$ cat src/rtl/mips32_mem_pkg.sv
// Shared types and defaults for the MIPS32 unified-memory arbiter.
// The requester and state encodings are common to the top and the priority selector.
package mips32_mem_pkg;

  localparam int DEF_AW = 10;
  localparam int DEF_DW = 32;

  // Bit positions inside the one-hot grant vector
  localparam int GNT_IF = 0;
  localparam int GNT_DM = 1;
  localparam int GNT_HP = 2;

  typedef enum logic [1:0] {
    REQ_NONE = 2'd0,
    REQ_IF   = 2'd1,
    REQ_DM   = 2'd2,
    REQ_HP   = 2'd3
  } req_e;

  typedef enum logic [1:0] {
    ST_RUN   = 2'd0,
    ST_DRAIN = 2'd1,
    ST_HOST  = 2'd2
  } arb_state_e;

  // Which requester expects read data next cycle, given this cycle's grant.
  function automatic req_e read_owner(input logic [2:0] gnt,
                                      input logic       dm_we,
                                      input logic       hp_we);
    req_e owner;
    if (gnt[GNT_IF]) begin
      owner = REQ_IF;
    end else if (gnt[GNT_DM] && !dm_we) begin
      owner = REQ_DM;
    end else if (gnt[GNT_HP] && !hp_we) begin
      owner = REQ_HP;
    end else begin
      owner = REQ_NONE;
    end
    return owner;
  endfunction

endpackage

$ cat src/rtl/mips32_mem_prio.sv
// Combinational priority select for the unified memory port.
// Produces a one-hot grant {HP, DM, IF} from arbiter state, requests and the starve flag.
module mips32_mem_prio
  import mips32_mem_pkg::*;
(
  input  arb_state_e  state,
  input  logic        en,
  input  logic        if_req,
  input  logic        dm_req,
  input  logic        hp_req,
  input  logic        halt_req,
  input  logic        starve,
  output logic [2:0]  gnt
);

  logic if_ok_s;

  // A fetch arriving together with halt_req is refused so the core can drain.
  assign if_ok_s = if_req && !halt_req;

  always_comb begin
    gnt = 3'b000;
    if (!en) begin
      gnt = 3'b000;
    end else begin
      case (state)
        ST_RUN: begin
          if (if_ok_s && starve) begin
            gnt[GNT_IF] = 1'b1;
          end else if (dm_req) begin
            gnt[GNT_DM] = 1'b1;
          end else if (if_ok_s) begin
            gnt[GNT_IF] = 1'b1;
          end else if (hp_req && !if_req) begin
            gnt[GNT_HP] = 1'b1;
          end else begin
            gnt = 3'b000;
          end
        end
        ST_DRAIN: begin
          if (dm_req) begin
            gnt[GNT_DM] = 1'b1;
          end else begin
            gnt = 3'b000;
          end
        end
        ST_HOST: begin
          if (hp_req) begin
            gnt[GNT_HP] = 1'b1;
          end else begin
            gnt = 3'b000;
          end
        end
        default: begin
          gnt = 3'b000;
        end
      endcase
    end
  end

endmodule

$ cat src/rtl/mips32_mem_arbiter.sv
// Single-port unified memory arbiter for IF, DM and host requesters with 1-cycle read return.
// Holds the run/drain/host sequencing used to freeze the core while a host loads or inspects memory.
module mips32_mem_arbiter
  import mips32_mem_pkg::*;
#(
  parameter int AW         = DEF_AW,
  parameter int DW         = DEF_DW,
  parameter int STARVE_MAX = 4
) (
  input  logic          clk1,
  input  logic          rst_n,
  input  logic          if_req,
  input  logic [AW-1:0] if_addr,
  output logic          if_gnt,
  output logic          if_rvalid,
  output logic [DW-1:0] if_rdata,
  input  logic          dm_req,
  input  logic          dm_we,
  input  logic [AW-1:0] dm_addr,
  input  logic [DW-1:0] dm_wdata,
  output logic          dm_gnt,
  output logic          dm_rvalid,
  output logic [DW-1:0] dm_rdata,
  input  logic          hp_req,
  input  logic          hp_we,
  input  logic [AW-1:0] hp_addr,
  input  logic [DW-1:0] hp_wdata,
  output logic          hp_gnt,
  output logic          hp_rvalid,
  output logic [DW-1:0] hp_rdata,
  input  logic          halt_req,
  input  logic          resume,
  output logic          core_frozen,
  output logic          mem_en,
  output logic          mem_we,
  output logic [AW-1:0] mem_addr,
  output logic [DW-1:0] mem_wdata,
  input  logic [DW-1:0] mem_rdata
);

  localparam int             SCW        = $clog2(STARVE_MAX + 1);
  localparam logic [SCW-1:0] STARVE_LIM = SCW'(STARVE_MAX);

  arb_state_e     state_r;
  req_e           owner_r;
  logic [SCW-1:0] starve_cnt_r;
  logic [DW-1:0]  if_hold_r;
  logic [DW-1:0]  dm_hold_r;
  logic [DW-1:0]  hp_hold_r;
  logic [2:0]     gnt_s;
  logic           starve_s;

  assign starve_s = (starve_cnt_r == STARVE_LIM);

  // Grants are forced low while rst_n is asserted so no access escapes during reset.
  mips32_mem_prio u_prio (
    .state    (state_r),
    .en       (rst_n),
    .if_req   (if_req),
    .dm_req   (dm_req),
    .hp_req   (hp_req),
    .halt_req (halt_req),
    .starve   (starve_s),
    .gnt      (gnt_s)
  );

  assign if_gnt      = gnt_s[GNT_IF];
  assign dm_gnt      = gnt_s[GNT_DM];
  assign hp_gnt      = gnt_s[GNT_HP];
  assign mem_en      = |gnt_s;
  assign core_frozen = (state_r == ST_HOST);

  always_comb begin
    mem_we    = 1'b0;
    mem_addr  = {AW{1'b0}};
    mem_wdata = {DW{1'b0}};
    if (gnt_s[GNT_DM]) begin
      mem_we    = dm_we;
      mem_addr  = dm_addr;
      mem_wdata = dm_wdata;
    end else if (gnt_s[GNT_HP]) begin
      mem_we    = hp_we;
      mem_addr  = hp_addr;
      mem_wdata = hp_wdata;
    end else if (gnt_s[GNT_IF]) begin
      mem_we    = 1'b0;
      mem_addr  = if_addr;
      mem_wdata = {DW{1'b0}};
    end else begin
      mem_we    = 1'b0;
      mem_addr  = {AW{1'b0}};
      mem_wdata = {DW{1'b0}};
    end
  end

  // Mode sequencing, read-owner pipeline and fetch starvation tracking.
  always_ff @(posedge clk1 or negedge rst_n) begin
    if (!rst_n) begin
      state_r      <= ST_RUN;
      owner_r      <= REQ_NONE;
      starve_cnt_r <= {SCW{1'b0}};
    end else begin
      owner_r <= read_owner(gnt_s, dm_we, hp_we);

      if (if_req && !gnt_s[GNT_IF]) begin
        if (!starve_s) begin
          starve_cnt_r <= starve_cnt_r + 1'b1;
        end
      end else begin
        starve_cnt_r <= {SCW{1'b0}};
      end

      case (state_r)
        ST_RUN: begin
          if (halt_req) begin
            state_r <= ST_DRAIN;
          end
        end
        ST_DRAIN: begin
          if (!halt_req) begin
            state_r <= ST_RUN;
          end else if (!dm_req && (owner_r == REQ_NONE)) begin
            state_r <= ST_HOST;
          end
        end
        ST_HOST: begin
          if (resume && !halt_req) begin
            state_r <= ST_RUN;
          end
        end
        default: begin
          state_r <= ST_RUN;
        end
      endcase
    end
  end

  // Last delivered word per requester, shown on rdata while rvalid is low.
  always_ff @(posedge clk1 or negedge rst_n) begin
    if (!rst_n) begin
      if_hold_r <= {DW{1'b0}};
      dm_hold_r <= {DW{1'b0}};
      hp_hold_r <= {DW{1'b0}};
    end else begin
      if (owner_r == REQ_IF) begin
        if_hold_r <= mem_rdata;
      end
      if (owner_r == REQ_DM) begin
        dm_hold_r <= mem_rdata;
      end
      if (owner_r == REQ_HP) begin
        hp_hold_r <= mem_rdata;
      end
    end
  end

  assign if_rvalid = (owner_r == REQ_IF);
  assign dm_rvalid = (owner_r == REQ_DM);
  assign hp_rvalid = (owner_r == REQ_HP);

  assign if_rdata = if_rvalid ? mem_rdata : if_hold_r;
  assign dm_rdata = dm_rvalid ? mem_rdata : dm_hold_r;
  assign hp_rdata = hp_rvalid ? mem_rdata : hp_hold_r;

endmodule

$ cat config.mk
export PLATFORM = sky130hd
export DESIGN_NAME = mips32_mem_arbiter
export DESIGN_NICKNAME = d
export VERILOG_FILES = /design/src/rtl/mips32_mem_pkg.sv /design/src/rtl/mips32_mem_prio.sv /design/src/rtl/mips32_mem_arbiter.sv
export SDC_FILE = /design/constraint.sdc
export NUM_CORES = 1
export LEC_CHECK = 0
export CORE_MARGIN = 2
export CORE_UTILIZATION = 40
export DETAILED_ROUTE_END_ITERATION = 10
export PLACE_DENSITY_LB_ADDON = 0.12
export SLEW_MARGIN = 30
export SYNTH_ARGS = -nofsm -noshare
export SYNTH_HDL_FRONTEND = slang
export SYNTH_SLANG_ARGS = --single-unit
$ cat constraint.sdc
create_clock -name clk1 -period 4.19 [get_ports clk1]
set_clock_uncertainty 0.1 [all_clocks]
set_input_delay 0.838 -clock clk1 [delete_from_list [all_inputs] [get_ports clk1]]
set_output_delay 0.838 -clock clk1 [all_outputs]
set_load 0.01 [all_outputs]
Yosys cells after proc, flatten, opt, wreduce, memory -nomap -nowiden:

Index checks and enable logic that the tools add are counted.

* output and inout port bits: 147
* flip-flop bits (word level): 103

* add/subtract/negate cells: 1
* multiplexer cells: 32
* equality and inequality tests: 10
* reduce and logical (&&, ||, !) cells: 18

Operators by type and width (count)
* $mux W32: 5
* $mux W10: 3
* $mux W2: 9
* $mux W1: 10
* $mux W3: 3
* $pmux W3 S3: 1
* $logic_and A1 B1 Y1: 8
* $eq A2 B2 Y1 const B: 3
* $logic_not A1 Y1: 6
* $pmux W2 S3: 1
* $eq A2 B1 Y1 const B: 2
* $logic_not A2 Y1: 2
* $ne A2 B2 Y1 const B: 2
* $add A3 B1 Y3 const B: 1
* $eq A3 B3 Y1 const B: 1
* $ne A3 B3 Y1 const B: 1
* $reduce_and A3 Y1: 1
* $reduce_or A3 Y1: 1
* $ne A2 B1 Y1 const B: 1

Logic depth before layout (Yosys ltp):

* depth after elaboration: 12
* depth in mapped cells: 8
* gate-level depth less buffers: 6

Cells and area by module:

From an unflattened synthesis, not the netlist that was laid out.

* cells, all modules: 337
* area total of the unflattened synthesis: 4879.7 um2

By module, submodules not included
* mips32_mem_arbiter: cells an instance 329, area an instance 4823.4 um2, times used 1, sequential area each 2577.5 um2
* mips32_mem_prio: cells an instance 8, area an instance 56.3 um2, times used 1, sequential area each 0.0 um2

Worst setup path after synthesis:

No wires, ideal clock.

* path type: input to output
* start point: input dm_req
* end point: output mem_addr[0]
* stages: 4
* setup slack: 1583 ps
* data arrival time: 1669 ps
* required time: 3252 ps
* cell sequence: a21bo_2 clkbuf_1 nand4_1 a31oi_1

* word-level cells in the longest chain between the ends: 7

Ends and longest elaborated chain
* start: declaration: line mips32_mem_arbiter.sv:17 `input logic dm_req,`
* $mux W1: line mips32_mem_prio.sv:30 `end else if (dm_req) begin`
* $mux W1: line mips32_mem_prio.sv:28 `if (if_ok_s && starve) begin`
* $pmux W3 S3 *: line mips32_mem_prio.sv:26 `case (state)`
* $mux W3 *: line mips32_mem_prio.sv:23 `if (!en) begin`
* $mux W10: line mips32_mem_arbiter.sv:85 `end else if (gnt_s[GNT_IF]) begin`
* $mux W10: line mips32_mem_arbiter.sv:81 `end else if (gnt_s[GNT_HP]) begin`
* $mux W10 *: line mips32_mem_arbiter.sv:77 `if (gnt_s[GNT_DM]) begin`
* end: declaration: line mips32_mem_arbiter.sv:36 `output logic [AW-1:0] mem_addr,`

Mark *: on every way between the ends. The rest lies on a longest branch, timed or not.

Worst setup path in the final report:

* start point: input dm_req
* end point: output mem_wdata[2]

* word-level cells in the longest chain between the ends: 6

Ends and longest elaborated chain
* $mux W1: line mips32_mem_prio.sv:30
* $mux W2: line mips32_mem_prio.sv:28
* $pmux W3 S3 *: line mips32_mem_prio.sv:26
* $mux W3 *: line mips32_mem_prio.sv:23
* $mux W32: line mips32_mem_arbiter.sv:81
* $mux W32 *: line mips32_mem_arbiter.sv:77
* end: declaration: line mips32_mem_arbiter.sv:37 `output logic [DW-1:0] mem_wdata,`

Marks and branches as above.

==> impl_metrics.json <==
{
  "status": "finished, final reports clean",
  "antenna_found_initial": 1,
  "crit_top_cell": "clkdlybuf4s50_1",
  "ys_types": 33,
  "p_per_area_mw_per_mm2": 516,
  "io_buffers": 281,
  "n_antenna_cell": 0,
  "netlist_instances": 337,
  "final_core_util": 0.690,
  "dieWidth_um": 111,
  "first_global_vias": 4314,
  "setup_violations": 0,
  "cts_made_buffers": 9,
  "cts_max_level": 3,
  "cts_tree": "built",
  "maxCapViolations": 0,
  "endpoint_kind": "output port",
  "grt_start_max_net_pins": 55,
  "syn_area_per_cell_um2": 13.7,
  "gr-total-overflow": 0,
  "drt_pass1_iterations": 4,
  "synth_edf_count": 0,
  "finalCriticalPeriod_ps": 3930,
  "drc_errors": 0,
  "fillers": 851,
  "drt_iter0_drc": 124,
  "worstSetupStartpointType": "input pin",
  "yosys_warnings": 0,
  "grt_util_met1": 0.301,
  "p_leak_nw": 3.18,
  "reg2reg_slack_ps": 2270,
  "synth.largest_area_cell": "dfrtp_1",
  "met3_usage": 0.0931,
  "ys.flop_type": "dfrtp_1",
  "path_class": "in -> out",
  "cp.arrival_ps": 3000,
  "wl_um": 15100,
  "drive_gt1_frac": 0.208,
  "start_util": 0.408,
  "worstPathMaxFanout": 34,
  "rsz0062_at_grt": "no",
  "crit_buf_inv": 3,
  "tns_ps": 0,
  "slowest_stage": "clkdlybuf4s50_1",
  "ys_seq_elements": 103,
  "clockRootBuffer": "clkbuf_16",
  "grt_pass1_wl_um": 23700,
  "dieArea_mm2": 0.0124,
  "clk_pin_slew_ps": 60,
  "cts_buffer_depth": 2,
  "synth_top_cell_area_share": 0.558,
  "cts_sinks": 103,
  "path_delay_family": "buffers and inverters",
  "gr-max-usage-layer": "met2",
  "synth-seq-area-share": 0.558,
  "async_reset_ff_frac": 1.00,
  "min_from": "hp_hold_r[5]",
  "required_ps": 3250,
  "nNetsFinal": 747,
  "core_area_mm2": 0.0113,
  "viasPerCell": 5.23,
  "tightest_slew_ps": 921,
  "synthesis.nets": 474,
  "syn_area_mm2": 0.00462,
  "reg2reg_to": "starve_cnt_r[1]",
  "grt_use_total": 0.241,
  "reg2reg_depth": 3,
  "place.gp.congestion": 0.998,
  "post_cts_buffers": 0,
  "ff_latch_area_mm2": 0.00258,
  "area_delta_synth_final_pct": 69.1,
  "timing.fmax_ghz": 0.254,
  "boundaryPins": 282,
  "reg2reg_from": "state_r[1]",
  "min_period_over_period": 0.939,
  "postCtsHoldBufs": 0,
  "die_h_um": 111,
  "drtAntennaViolNets": 0,
  "path_cells": "clkdlybuf4s50_1, o21bai_1, nand2_1, inv_2, a22o_1, clkdlybuf4s50_1",
  "clk_latency_ps": 340,
  "cts_resized": 0,
  "grt_use_met2": 0.393,
  "slew_headroom": 0.384,
  "multi_input_area_mm2": 0.00186,
  "min_path_type": "reg -> reg",
  "vdd_drop_max_v": 0.000394,
  "rows": 39,
  "hold_end": "hp_hold_r[5]",
  "vias": 3965,
  "hold_depth": 1,
  "ys_top_cells_by_area": "dfrtp_1, mux2_2, a22o_1",
  "hold_violations": 0,
  "slew_violations": 0,
  "critPathMaxStageDelay_ps": 560,
  "dp.final_hpwl_um": 11400,
  "wl_per_cell_um": 19.9
}
cells in the final DEF (no fill, tap or decap), drive strengths merged, types with 2 or more instances in the layout:
master	instances
a211oi	10
a22o	33
a31oi	10
and3	2
buf	9
clkbuf	13
clkdlybuf4s50	280
clkinv	2
dfrtp	103
ha	2
inv	9
mux2	97
nand2	2
nand3	12
nand3b	2
nand4	10
nor2b	3
cell usage after synthesis, drive strengths merged (2+ instances only):
| cell | number |
|---|---|
| a22o | 33 |
| a31oi | 10 |
| nand2 | 2 |
| and3 | 2 |
| mux2 | 97 |
| nand3 | 12 |
| clkbuf | 5 |
| ha | 2 |
| inv | 9 |
| buf | 22 |
| nand4 | 10 |
| nor2b | 3 |
| nand3b | 2 |
| dfrtp | 103 |
| a211oi | 10 |
flip-flops by register name (all words and copies together), names as in the netlist:
register	count
dm_hold_r	32
hp_hold_r	32
if_hold_r	32
owner_r	2
starve_cnt_r	3
state_r	2
logic make-up (layout without fill, tap and decap cells):
kind of cell / count (synthesis) / count (layout) / share of synthesized area
flops: 103 / 103 / 0.558
mux: 97 / 97 / 0.236
compound gates: 61 / 61 / 0.106
simple gates: 37 / 37 / 0.0485
buf+inv: 36 / 314 / 0.0439
fa+ha+maj: 2 / 2 / 0.00542
xor+xnor: 1 / 1 / 0.00190
per-stage QoR:
step | setup slack [ps] | instances | hold WS [ps] | instance area, um^2 | power [mW]
after floorplan | 1580 | 337 | 370 | 4620 | 2.19
after global placement | 401 | 742 | 376 | 7530 | 3.22
after detailed placement | 278 | 742 | 381 | 7530 | 3.28
after CTS | 282 | 758 | 395 | 7800 | 4.08
after global routing | 70.9 | 758 | 407 | 7810 | 4.25
final | 256 | 758 | 392 | 7810 | 4.03
cell type report:
type	instances	area share
Inverter	9	0.00465
Timing Repair Buffer	289	0.369
Sequential cell	103	0.330
Clock inverter	3	0.00224
Clock buffer	13	0.0333
Tap cell	143	0.0229
Multi-Input combinational cell	198	0.238
worst reg2reg max path, delay by kind of cell (launching register included):
family	cells	cell delay (ps)
simple gates	3	1280
flops	1	440
report_power, final:
part / internal [mW] / leakage (nW) / total, mW / switching (mW)
Sequential: 1.35 / 1.22 / 1.44 / 0.0942
Combinational: 1.09 / 1.82 / 1.81 / 0.724
Clock: 0.434 / 0.136 / 0.775 / 0.341
Total: 2.87 / 3.18 / 4.03 / 1.16
metal layers:
layer / part of all wire / wire length [um]
met4: 0.023 / 348
met5: 0.00093 / 14
met1: 0.41 / 6240
met3: 0.084 / 1270
met2: 0.48 / 7220
worst max-delay path by stage:
stage,start,endpoint,slack (ps),cells past startpoint
2_1_floorplan,dm_req,mem_addr[0],1580,4
3_3_place_gp,if_req,mem_wdata[2],400,6
3_5_place_dp,dm_req,mem_wdata[2],280,6
4_1_cts,dm_req,mem_wdata[2],280,6
5_1_grt,dm_req,mem_wdata[2],70,6
6_report,dm_req,mem_wdata[2],260,6
Note: power is estimated with default switching activity, not from simulation.
